`src/rtl/ysyx_23060096_pkg.sv`:
```
// Shared types and constants for the ysyx_23060096 instruction fetch unit.
package ysyx_23060096_pkg;

  typedef enum logic [1:0] {
    S_IDLE  = 2'd0,
    S_REQ   = 2'd1,
    S_WAIT  = 2'd2,
    S_VALID = 2'd3
  } ifu_state_e;

  localparam logic [31:0] RESET_PC_DEFAULT = 32'h8000_0000;
  // addi x0, x0, 0; reserved for bubble insertion once the core is pipelined
  localparam logic [31:0] NOP = 32'h0000_0013;

endpackage

```
`src/rtl/ysyx_23060096_ifu_if.sv`:
```
// Instruction-memory port and core-facing fetch port of the IFU.
interface ysyx_23060096_ifu_if #(
  parameter int CNT_W = 64
);

  logic             imem_req_valid;
  logic             imem_req_ready;
  logic [31:0]      imem_req_addr;
  logic             imem_rsp_valid;
  logic             imem_rsp_ready;
  logic [31:0]      imem_rsp_data;
  logic             imem_rsp_err;
  logic             inst_valid;
  logic             inst_ready;
  logic [31:0]      inst;
  logic [31:0]      pc;
  logic             inst_err;
  logic [31:0]      dnpc;
  logic [CNT_W-1:0] fetch_cnt;

  modport master (
    output imem_req_valid, imem_req_addr, imem_rsp_ready,
    input  imem_req_ready, imem_rsp_valid, imem_rsp_data, imem_rsp_err,
    output inst_valid, inst, pc, inst_err, fetch_cnt,
    input  inst_ready, dnpc
  );

  modport slave (
    input  imem_req_valid, imem_req_addr, imem_rsp_ready,
    output imem_req_ready, imem_rsp_valid, imem_rsp_data, imem_rsp_err,
    input  inst_valid, inst, pc, inst_err, fetch_cnt,
    output inst_ready, dnpc
  );

endinterface

```
`src/rtl/ysyx_23060096_ifu.sv`:
```
// Instruction fetch unit: owns the PC, issues one imem read at a time and
// hands each fetched word to the core over a valid/ready handshake.
module ysyx_23060096_ifu
  import ysyx_23060096_pkg::*;
#(
  parameter logic [31:0] RESET_PC = RESET_PC_DEFAULT,
  parameter int          CNT_W    = 64
) (
  input  logic                clk,
  input  logic                rst,
  ysyx_23060096_ifu_if.master bus
);

  ifu_state_e       r_state;
  ifu_state_e       w_state_nxt;
  logic [31:0]      r_pc;
  logic [31:0]      r_inst;
  logic             r_inst_err;
  logic [CNT_W-1:0] r_fetch_cnt;

  logic w_misaligned;
  logic w_accept;
  logic w_req_valid;
  logic w_rsp_ready;
  logic w_inst_valid;

  assign w_misaligned = (r_pc[1:0] != 2'b00);
  assign w_accept     = (r_state == S_VALID) && bus.inst_ready;

  // Outputs depend on state and the registered PC only, never on inputs
  always_comb begin
    w_state_nxt  = r_state;
    w_req_valid  = 1'b0;
    w_rsp_ready  = 1'b0;
    w_inst_valid = 1'b0;
    case (r_state)
      S_IDLE: w_state_nxt = S_REQ;
      S_REQ: begin
        w_req_valid = !w_misaligned;
        if (w_misaligned)           w_state_nxt = S_VALID;
        else if (bus.imem_req_ready) w_state_nxt = S_WAIT;
      end
      S_WAIT: begin
        w_rsp_ready = 1'b1;
        if (bus.imem_rsp_valid) w_state_nxt = S_VALID;
      end
      S_VALID: begin
        w_inst_valid = 1'b1;
        if (bus.inst_ready) w_state_nxt = S_REQ;
      end
      default: w_state_nxt = S_IDLE;
    endcase
  end

  always_ff @(posedge clk or posedge rst) begin
    if (rst) begin
      r_state     <= S_IDLE;
      r_pc        <= RESET_PC;
      r_inst      <= 32'h0;
      r_inst_err  <= 1'b0;
      r_fetch_cnt <= '0;
    end else begin
      r_state <= w_state_nxt;
      if ((r_state == S_REQ) && w_misaligned) begin
        r_inst     <= 32'h0;
        r_inst_err <= 1'b1;
      end else if ((r_state == S_WAIT) && bus.imem_rsp_valid) begin
        r_inst     <= bus.imem_rsp_data;
        r_inst_err <= bus.imem_rsp_err;
      end
      if (w_accept) begin
        r_pc        <= bus.dnpc;
        r_fetch_cnt <= r_fetch_cnt + CNT_W'(1);
      end
    end
  end

  assign bus.imem_req_valid = w_req_valid;
  assign bus.imem_req_addr  = r_pc;
  assign bus.imem_rsp_ready = w_rsp_ready;
  assign bus.inst_valid     = w_inst_valid;
  assign bus.inst           = r_inst;
  assign bus.pc             = r_pc;
  assign bus.inst_err       = r_inst_err;
  assign bus.fetch_cnt      = r_fetch_cnt;

endmodule

```
`src/flat_wrapper.sv`:
```
// flat-port wrapper written by rule: the top's interface ports become plain ports
module ysyx_23060096_ifu_flat import ysyx_23060096_pkg::*;
#(
  parameter logic [31:0] RESET_PC = RESET_PC_DEFAULT,
  parameter int          CNT_W    = 64
)
  (clk, rst, bus_imem_req_valid, bus_imem_req_addr, bus_imem_rsp_ready, bus_imem_req_ready, bus_imem_rsp_valid, bus_imem_rsp_data, bus_imem_rsp_err, bus_inst_valid, bus_inst, bus_pc, bus_inst_err, bus_fetch_cnt, bus_inst_ready, bus_dnpc);
  ysyx_23060096_ifu_if #(.CNT_W(CNT_W)) bus_i ();
  input  logic clk;
  input  logic rst;
  output wire logic [$bits(bus_i.imem_req_valid)-1:0] bus_imem_req_valid;
  output wire logic [$bits(bus_i.imem_req_addr)-1:0] bus_imem_req_addr;
  output wire logic [$bits(bus_i.imem_rsp_ready)-1:0] bus_imem_rsp_ready;
  input wire logic [$bits(bus_i.imem_req_ready)-1:0] bus_imem_req_ready;
  input wire logic [$bits(bus_i.imem_rsp_valid)-1:0] bus_imem_rsp_valid;
  input wire logic [$bits(bus_i.imem_rsp_data)-1:0] bus_imem_rsp_data;
  input wire logic [$bits(bus_i.imem_rsp_err)-1:0] bus_imem_rsp_err;
  output wire logic [$bits(bus_i.inst_valid)-1:0] bus_inst_valid;
  output wire logic [$bits(bus_i.inst)-1:0] bus_inst;
  output wire logic [$bits(bus_i.pc)-1:0] bus_pc;
  output wire logic [$bits(bus_i.inst_err)-1:0] bus_inst_err;
  output wire logic [$bits(bus_i.fetch_cnt)-1:0] bus_fetch_cnt;
  input wire logic [$bits(bus_i.inst_ready)-1:0] bus_inst_ready;
  input wire logic [$bits(bus_i.dnpc)-1:0] bus_dnpc;
  assign bus_imem_req_valid = bus_i.imem_req_valid;
  assign bus_imem_req_addr = bus_i.imem_req_addr;
  assign bus_imem_rsp_ready = bus_i.imem_rsp_ready;
  assign bus_i.imem_req_ready = bus_imem_req_ready;
  assign bus_i.imem_rsp_valid = bus_imem_rsp_valid;
  assign bus_i.imem_rsp_data = bus_imem_rsp_data;
  assign bus_i.imem_rsp_err = bus_imem_rsp_err;
  assign bus_inst_valid = bus_i.inst_valid;
  assign bus_inst = bus_i.inst;
  assign bus_pc = bus_i.pc;
  assign bus_inst_err = bus_i.inst_err;
  assign bus_fetch_cnt = bus_i.fetch_cnt;
  assign bus_i.inst_ready = bus_inst_ready;
  assign bus_i.dnpc = bus_dnpc;
  ysyx_23060096_ifu #(.RESET_PC(RESET_PC), .CNT_W(CNT_W)) u_core (.clk(clk), .rst(rst), .bus(bus_i));
endmodule
```
`config.mk`:
```
export PLATFORM = sky130hd
export DESIGN_NAME = ysyx_23060096_ifu_flat
export DESIGN_NICKNAME = d
export VERILOG_FILES = /design/src/rtl/ysyx_23060096_pkg.sv /design/src/rtl/ysyx_23060096_ifu_if.sv /design/src/rtl/ysyx_23060096_ifu.sv /design/src/flat_wrapper.sv
export SDC_FILE = /design/constraint.sdc
export NUM_CORES = 1
export LEC_CHECK = 0
export CAP_MARGIN = 20
export CORE_MARGIN = 2
export CORE_UTILIZATION = 47
export CTS_CLUSTER_SIZE = 16
export DETAILED_ROUTE_END_ITERATION = 6
export GPL_TIMING_DRIVEN = 0
export MAX_ROUTING_LAYER = met4
export PLACE_DENSITY = 0.86
export SLEW_MARGIN = 20
export SYNTH_ARGS = -nofsm -noshare
export SYNTH_HDL_FRONTEND = slang
export SYNTH_SLANG_ARGS = --single-unit
```
`constraint.sdc`:
```
create_clock -name clk -period 7.34 [get_ports clk]
set_input_delay 1.835 -clock clk [delete_from_list [all_inputs] [get_ports clk]]
set_output_delay 1.835 -clock clk [all_outputs]
set_load 0.005 [all_outputs]
```
---- After elaboration in Yosys (flattened, before gate mapping) ----
Cells that the tools add are included.
storage, ports and cells
  register bits ........................... 131
  latch bits .............................. 0
  memory bits (writable) .................. 0
  ROM bits ................................ 0
  input bits .............................. 70
  output and inout port bits .............. 164
  word-level logic and storage cells ...... 32
  memories kept ........................... 0
operators by class
  add/subtract/negate cells ............... 1
  multiply operators ...................... 0
  divide/modulo/power cells ............... 0
  order comparisons ....................... 0
  eq/ne operators ......................... 6
  shifts and indexed selects .............. 0
  multiplexer cells ....................... 12
  bitwise logic cells ..................... 0
  reduce and logical (&&, ||, !) cells .... 8
operator list
  cell                                                   number
  adder 64 x 1 -> 64 bit, second input constant          1
  2-to-1 mux 32 bit                                      2
  2-to-1 mux 2 bit                                       4
  case mux 2 bit (4 select lines)                        1
  2-to-1 mux 1 bit                                       5
  equality test 2 bit, second input constant             2
  inequality test 2 bit, second input constant           2
  nonzero test 2 bit                                     2
  logical AND 1 bit                                      3
  inequality test 3 x 2 -> 1 bit, second input constant  1
  AND reduction 3 bit                                    1
  equality test 2 x 1 -> 1 bit, second input constant    1
  logical NOT 2 bit                                      1
  logical NOT 1 bit                                      1

---- Depth between registers and ports, before layout ----
Gate-level depths: netlist of run 1.
  word-level depth ........................ 4
  gate-level depth with buffers ........... 8

---- Least setup slack after synthesis of run 1 ----
Ideal clock, no wire load.
  path type ............................... input to register
  from .................................... in bus_inst_ready
  to ...................................... reg u_core.r_fetch_cnt[57], in the netlist u_core.bus.fetch_cnt[57]
  data arrival time ....................... 3.474 ns
  slack ................................... 3.787 ns
  cell stages on the path ................. 5
  buffers on the path ..................... 0
  cell sequence ........................... nand4_1 > or4_4 > or4_4 > nor4b_4 > xor2_1
between the ends
  longest elaborated chain between the ends .. 1
RTL lines
  element                 line                     text
  start: declaration      flat_wrapper.sv:23       input wire logic [$bits(bus_i.inst_ready)-1:0] bus_inst_ready;
  logical AND 1 bit       ysyx_23060096_ifu.sv:28  assign w_accept = (r_state == S_VALID) && bus.inst_ready;
  end signal: assignment  ysyx_23060096_ifu.sv:73  r_fetch_cnt <= r_fetch_cnt + CNT_W'(1);
  end: declaration        ysyx_23060096_ifu.sv:19  logic [CNT_W-1:0] r_fetch_cnt;
Every way passes these cells.
A chain may end at the register's enable or synchronous reset.

---- Final worst setup path of run 1 ----
  from .................................... in bus_inst_ready
  to ...................................... reg u_core.r_fetch_cnt[58], in the netlist u_core.bus.fetch_cnt[58]
The elaborated chain is that of the path after synthesis.

==> results of run 1 <==
synth_stat cells, types with 2 or more instances:
master	n	area, um2
or4_1	2	15.0
nor3_1	10	50.1
nor2_1	18	67.6
nand2_1	86	323
clkbuf_1	16	60.1
and4_1	6	52.6
nand4_1	30	188
and2_1	5	31.3
ha_1	4	50.1
nor3_2	2	20.0
inv_1	12	45.0
xor2_1	20	175
nor4_1	7	43.8
nand4_2	2	25.0
mux2_2	33	372
dfrtp_1	130	3250
a21oi_1	32	160
xnor2_1	43	377
nand3_1	23	115
and3_1	7	43.8
or4_4	2	22.5
buf_4	33	248
report_power, final:
group          internal [mW]  switching, mW  leakage, nW
Combinational          0.784          0.423         1.88
Clock                  0.475          0.295        0.259
Sequential             0.922          0.155         1.72
Total                   2.18          0.873         3.86
registers in the layout, summed over array words and instances (netlist names):
signal	flops
u_core.bus.imem_req_addr	32
u_core.r_state	2
u_core.bus.inst_err	1
u_core.bus.fetch_cnt	64
u_core.bus.inst	32
metrics by stage:
step,hold WS (ps),power (mW),util (%),instance area [um2],cells
final,467,3.05,74.2,9020,972
after global routing,504,3.21,74.2,9020,972
after CTS,473,3.08,74.2,9020,972
after detailed placement,467,2.28,69.9,8500,943
after global placement,459,2.23,69.6,8460,942
after floorplan,468,1.54,-,5920,541
per-layer routing:
metal | share of wire, % | wire (um)
met5 | 0 | 0
met4 | 3.1 | 532
met3 | 8.2 | 1390
met2 | 51 | 8620
met1 | 38 | 6370
cell type report:
type,count,area [um2]
inverters,12,52.6
clock inverters,6,57.6
clock buffers,23,468
plain buffers,50,312
fillers,824,3140
multi-input cells,348,2280
flip-flops and latches,131,3280
repair buffers,234,2360
well taps,168,210
worst max-delay path, cell delays in order:
cell	delay, ps
clkdlybuf4s50_1	550
and2_1	150
clkbuf_1	350
nand3_1	400
nor3_2	500
buf_4	270
nand4_1	120
xnor2_1	180
cell families after synthesis:
| kind of cell | Yosys count | synth area share [%] |
|---|---|---|
| buffers and inverters | 62 | 6.02 |
| adders and majority gates | 4 | 0.846 |
| AOI/OAI and AO/OA | 36 | 3.21 |
| muxes | 34 | 6.45 |
| DFF | 131 | 55.4 |
| xor gates and xnor gates | 63 | 9.32 |
| and+or+nand+nor | 211 | 18.7 |
worst min-delay path by stage:
stage | from | end | slack (ps)
after floorplan | u_core.bus.fetch_cnt[63] | u_core.bus.fetch_cnt[63] | 470
after global placement | u_core.bus.fetch_cnt[63] | u_core.bus.fetch_cnt[63] | 460
after detailed placement | u_core.bus.fetch_cnt[63] | u_core.bus.fetch_cnt[63] | 470
after CTS | u_core.bus.fetch_cnt[63] | u_core.bus.fetch_cnt[63] | 470
after global routing | u_core.bus.fetch_cnt[63] | u_core.bus.fetch_cnt[63] | 500
final | u_core.bus.fetch_cnt[63] | u_core.bus.fetch_cnt[63] | 470
==> out/results.ini, run 1 <==
[run_status]
status=finished, final reports clean

[global_routing]
use_met1_pct=29.5
antenna_found_initial=0
track_usage_pct=27.0
grt_pass1_vias=5464
grt_overflow=0
gr-usage-met3_pct=8.61
top_usage_layer=met2
met2_usage_pct=45.2
grt_pass1_wl_mm=27.1
grt_max_degree=78

[sta]
timing.final.crit_share_pct=55.4
report.final.slew_viol_count=0
tns_ps=0
post-route-min-period_ps=4070
maxSlewHeadroom_pct=37.5
rsz0062_at_grt=false
fmax_mhz=246
finalHoldViolCount=0
fin_ws_ps=3270
tightest_slew_ps=931
skew_ps=6.15
setup_viol=0

[finish]
mostFrequentLayoutCell=clkdlybuf4s50_1
antenna_cells=0
syn_to_final_growth_pct=52.4
layout_common_cells=clkdlybuf4s50_1 (233), dfrtp_1 (130), nand2_1 (86), xnor2_1 (43)
nets=868
drive_gt1_share_pct=13.2

[floorplanning]
num_io_pins=234
fp.dieArea_um2=13500
die_height_um=116
core_area_um2=12200
die_w_um=116
start_util_pct=48.7
core.rowCount=40

[critical_path]
r2r_end=u_core.bus.fetch_cnt[58]
cp.required_ps=7630
crit_path_end=u_core.bus.fetch_cnt[58]
critical_path.startpoint=bus_inst_ready
r2r_slack_ps=4570
path_max_fanout=10
endpoint_kind=register
crit_type=in2reg
arrival_ps=4360
worstReg2RegStart=u_core.r_state[0]
startpoint_type=primary input
r2r_cells=8

[synth]
synth-seq-cells=131
synth-edff-count=0
synth_area_um2=5920
yosys_most_used_dff=dfrtp_1
async_flop_share_pct=100
synth.distinct_cells=40
synth-seq-area-share_pct=55.4
synth_area_per_cell_um2=10.9
synthesis.nets=615
synthCells=541
synth_warnings=0

[detailed_routing]
wl_per_cell_um=17.4
drc_errors=0
wl_mm=16.9
detail-route-antenna-nets=0
drt-initial-drc-count=259
detail_route.first_pass.iterations=4
vias=5056
vias_per_cell=5.20

[pwr]
p_per_area_nw_per_um2=338
p_leak_nw=3.86
vdd_drop_max_v=0.000297

[clocking]
clockBufferDepth=2
post_cts_resize_count=0
path_clk_slew_ps=50
cts_root_buf=clkbuf_16
postCtsSetupRepairBufs=0
insertion_delay_ps=420
cts_tree=yes
holdBufCountCts=0
cts_htree_levels=4
cts_inserted_buffers=17
cts.sink_count=131

[placed_design]
place_ws_ps=2910
portBuffers=233
place_congestion=0.887
dp_hpwl_mm=12.3

[job]
cap_violations=0

[hold_path]
whs_path_depth=1
hp-class=reg2reg

(Power assumes the default switching activity.)
==> run 2: changes to the inputs <==
- CORE_UTILIZATION: 47 -> 44
- PLACE_DENSITY: 0.86 -> 0.81
- clock period: 7.34 -> 4 ns (I/O delays scaled with it)
==> out/results.ini, run 2 (synthesis results as in run 1) <==
[clocking]
postCtsSetupRepairBufs=0
clockBufferDepth=2
post_cts_resize_count=0
cts.sink_count=131
insertion_delay_ps=410
cts_htree_levels=4
path_clk_slew_ps=60
cts_root_buf=clkbuf_16
cts_inserted_buffers=17
holdBufCountCts=0
cts_tree=yes

[global_routing]
grt_max_degree=34
use_met1_pct=27.9
grt_overflow=0
gr-usage-met3_pct=6.42
top_usage_layer=met2
antenna_found_initial=0
track_usage_pct=23.9
grt_pass1_wl_mm=26.4
met2_usage_pct=40.4
grt_pass1_vias=5264

[placed_design]
place_congestion=0.886
dp_hpwl_mm=12.1
placed_cells=954
portBuffers=233
place_ws_ps=275
placed_cell_area_um2=8560

[detailed_routing]
wl_per_cell_um=16.2
drt-initial-drc-count=367
drc_errors=0
detail_route.first_pass.iterations=5
wl_mm=16.0
vias=5040
vias_per_cell=5.12
detail-route-antenna-nets=0

[pwr]
p_per_area_nw_per_um2=622
p_int_mw=4.14
p_leak_nw=3.92
share_comb_of_total_power_pct=38.0
netSwitchingFraction_pct=27.3
vdd_drop_max_v=0.000423
p_seq_share_pct=34.5
p_sw_mw=1.56
design_power_total_mw=5.70
clkPwrFrac_pct=27.6

[floorplanning]
core.rowCount=42
start_util_pct=44.9
core_area_um2=13200
num_io_pins=234
die_w_um=120
die_height_um=120
fp.dieArea_um2=14400

[critical_path]
path_max_fanout=10
startpoint_type=primary input
endpoint_kind=register
cp.required_ps=4290
crit_type=in2reg
arrival_ps=3570

[finish]
mostFrequentLayoutCell=clkdlybuf4s50_1
antenna_cells=0
postLayoutCellArea_um2=9170
num-fill-cells=987
layout_common_cells=clkdlybuf4s50_1 (233), dfrtp_1 (130), nand2_1 (86), xnor2_1 (43)
nets=871
syn_to_final_growth_pct=54.9
final_core_util_pct=69.5
finalNonFillerCells=985
largest_reg_flops=64
drive_gt1_share_pct=14.2

[sta]
rsz0062_at_grt=false
finalHoldViolCount=0
setup_viol=0
report.final.slew_viol_count=0
post-route-min-period_ps=3280
tns_ps=0
fmax_mhz=305
skew_ps=5.38
timing.final.crit_share_pct=82.0
maxSlewHeadroom_pct=34.8
fin_ws_ps=721
whs_ps=478
tightest_slew_ps=971

[job]
cap_violations=0

[run_status]
status=finished, final reports clean

[hold_path]
hp-class=reg2reg

==> run 2: path summary, 6_finish.rpt <==
check                                                    end  cells past startpoint                      from  slack (ps)
worst max-delay path                u_core.bus.fetch_cnt[52]                      8            bus_inst_ready         720
worst min-delay path                u_core.bus.fetch_cnt[63]                      1  u_core.bus.fetch_cnt[63]         480
worst max register to register      u_core.bus.fetch_cnt[52]                      8         u_core.r_state[1]        1170
worst min register to register      u_core.bus.fetch_cnt[63]                      1  u_core.bus.fetch_cnt[63]         480
max in group asynchronous       u_core.bus.imem_req_addr[31]                      4                       rst        2120
min in group asynchronous           u_core.bus.fetch_cnt[40]                      2                       rst        1040
==> run 2: layer usage <==
metal,vias up,share of wire [%]
met1,2479,39
li1,2342,-
met5,-,0
met4,0,1.1
met2,200,53
met3,19,6.9
==> run 2: power by group through the flow <==
| stage | clock [mW] | combinational, mW | sequential [mW] |
|---|---|---|---|
| after floorplan | 0 | 0.849 | 1.97 |
| after global placement | 0 | 2.11 | 1.96 |
| after detailed placement | 0 | 2.18 | 1.99 |
| after CTS | 1.59 | 2.20 | 1.97 |
| after global routing | 1.65 | 2.34 | 2.02 |
| final | 1.57 | 2.16 | 1.97 |
==> run 2: critical path, cell delays in order <==
cell	delay, ps
clkdlybuf4s50_1	540
and2_1	140
clkbuf_1	390
nand3_1	390
nor3_2	520
buf_4	270
nand3_1	120
xnor2_1	190
==> run 2: layout make-up <==
cell class,count,area (um2),share of cell area [%]
buffer,50,312,3.40
clock buffer,23,508,5.54
clock inverter,8,98.8,1.08
inverter,12,48.8,0.532
multi-input combinational,348,2280,24.9
sequential,131,3280,35.8
tap,176,220,2.40
timing repair buffer,237,2420,26.4
==> run 3: changes to the inputs <==
- CORE_UTILIZATION: 44 -> 40
- PLACE_DENSITY: 0.81 -> 0.78
- clock period: 4 -> 2.7 ns (I/O delays scaled with it)
==> out/results.ini, run 3 (synthesis results as in run 1) <==
[floorplanning]
die_w_um=126
die_height_um=126
fp.dieArea_um2=15800
num_io_pins=234
core_area_um2=14500
core.rowCount=44
start_util_pct=40.9

[placed_design]
place_congestion=0.849
place_ws_ps=-664
placed_cell_area_um2=8570
portBuffers=233
dp_hpwl_mm=11.9

[critical_path]
cpMaxStageDelayCell=clkdlybuf4s50_1
crit_family=buffers and inverters
r2r_end=u_core.bus.fetch_cnt[57]
endpoint_kind=output pin
r2r_cells=6
r2r_slack_ps=160
max_stage_delay_ps=590
startpoint_type=register
cp.required_ps=2030
worstReg2RegStart=u_core.r_state[0]
worst-path-buf-inv=2
critical_path.startpoint=u_core.r_state[1]
arrival_ps=1900
path_cells=inv_1 -> ha_1 -> nor3b_1 -> clkdlybuf4s50_1
cp_num_cells=4
path_max_fanout=3
crit_path_end=bus_imem_req_valid
crit_type=reg2out

[sta]
maxSlewHeadroom_pct=35.5
rsz0062_at_grt=false
finalHoldViolCount=0
fin_ws_ps=126
timing.final.crit_share_pct=95.3
tns_ps=0
fmax_mhz=389
tightest_slew_ps=960
whs_ps=477
skew_ps=6.39
report.final.slew_viol_count=0
setup_viol=0
post-route-min-period_ps=2570

[detailed_routing]
detail-route-antenna-nets=0
drc_errors=0
wl_per_cell_um=16.0
vias_per_cell=5.00
detail_route.first_pass.iterations=4
vias=4954
drt-initial-drc-count=202
wl_mm=15.8

[pwr]
share_comb_of_total_power_pct=38.5
netSwitchingFraction_pct=27.3
p_per_area_nw_per_um2=910
p_seq_share_pct=35.1
p_leak_nw=3.93
p_sw_mw=2.28
clkPwrFrac_pct=26.4
vdd_drop_max_v=0.000791
p_int_mw=6.05

[job]
cap_violations=0

[finish]
postLayoutCellArea_um2=9150
layout_common_cells=clkdlybuf4s50_1 (232), dfrtp_1 (130), nand2_1 (86), xnor2_1 (43), buf_4 (34)
drive_gt1_share_pct=13.9
syn_to_final_growth_pct=54.6
largest_reg_flops=64
antenna_cells=0
nets=871
mostFrequentLayoutCell=clkdlybuf4s50_1

[global_routing]
antenna_found_initial=0
track_usage_pct=21.1
grt_max_degree=36
grt_pass1_wl_mm=26.0
grt_overflow=0
grt_pass1_vias=5174

[clocking]
insertion_delay_ps=410
clockBufferDepth=2
path_clk_slew_ps=50
cts_tree=yes
cts_root_buf=clkbuf_16
cts_inserted_buffers=17
cts_htree_levels=4
cts.sink_count=131

[run_status]
status=finished, final reports clean

[hold_path]
hp-class=reg2reg
whs_path_depth=1

-- run 3: cell count changes in the layout (fill, tap and decap cells not counted) --
cell / previous run / this run
and2_1: 5 / 4
and2_2: 0 / 1
buf_4: 33 / 34
clkbuf_1: 16 / 18
clkbuf_8: 6 / 3
clkdlybuf4s50_1: 233 / 232
clkinv_2: 3 / 2
clkinvlp_4: 3 / 1
dlymetal6s2s_1: 0 / 1
nand3_1: 23 / 22
nand3_2: 0 / 1
nor3_2: 2 / 1
nor3_4: 0 / 1
-- run 3: worst register-to-register path: cells and delay by family, from the launching register on --
family        cells  cell delay, ps
xor+xnor          1             170
fa+ha+maj         1             290
flops             1             380
simple gates      4            1630
-- run 3: worst min-delay path by stage --
stage	from	slack, ps	to
final	u_core.bus.fetch_cnt[63]	480	u_core.bus.fetch_cnt[63]
after global routing	u_core.bus.fetch_cnt[63]	500	u_core.bus.fetch_cnt[63]
after CTS	u_core.bus.fetch_cnt[63]	490	u_core.bus.fetch_cnt[63]
after detailed placement	u_core.bus.fetch_cnt[63]	480	u_core.bus.fetch_cnt[63]
after global placement	u_core.bus.fetch_cnt[63]	460	u_core.bus.fetch_cnt[63]
after floorplan	u_core.bus.fetch_cnt[63]	470	u_core.bus.fetch_cnt[63]
-- run 3: area by class of cell --
class	instances	area [um2]
Fill cell	1131	5330
Sequential cell	131	3280
Timing Repair Buffer	238	2430
Multi-Input combinational cell	348	2300
Clock buffer	23	478
Buffer	49	308
Tap cell	184	230
Clock inverter	5	78.8
Inverter	12	48.8
-- run 3: metrics by stage --
stage          util (%)  std cells  power, mW
2_1_floorplan         -        541       4.18
3_3_place_gp       58.6        958       6.04
3_5_place_dp       59.2        962       6.17
4_1_cts            63.2        990       8.42
5_1_grt            63.2        990       8.77
6_report           63.2        990       8.33
-- run 3: timing repair --
item | 4_1_cts | 5_1_grt
endpoints found under the setup margin | 14 | 9
gates cloned | 0 | 0
hold buffers | 0 | 0
setup buffers | 1 | 0
pin swaps | 1 | 1
resized for setup | 2 | 2
-- run 3: power by group through the flow --
stage / logic (mW) / registers [mW] / clock network (mW)
after detailed placement: 3.23 / 2.94 / 0
after global routing: 3.45 / 2.99 / 2.33
after global placement: 3.13 / 2.91 / 0
final: 3.21 / 2.92 / 2.20
after floorplan: 1.26 / 2.92 / 0
after CTS: 3.25 / 2.92 / 2.24
-- run 3: routing by layer --
layer	share of wire [%]	vias up	routed length [um]	track usage [%]
met4	1.3	0	210	5.82
met1	41	2415	6520	24.7
met2	52	176	8170	35.8
li1	-	2345	-	-
met5	0	-	0	-
met3	6.0	18	951	6.07
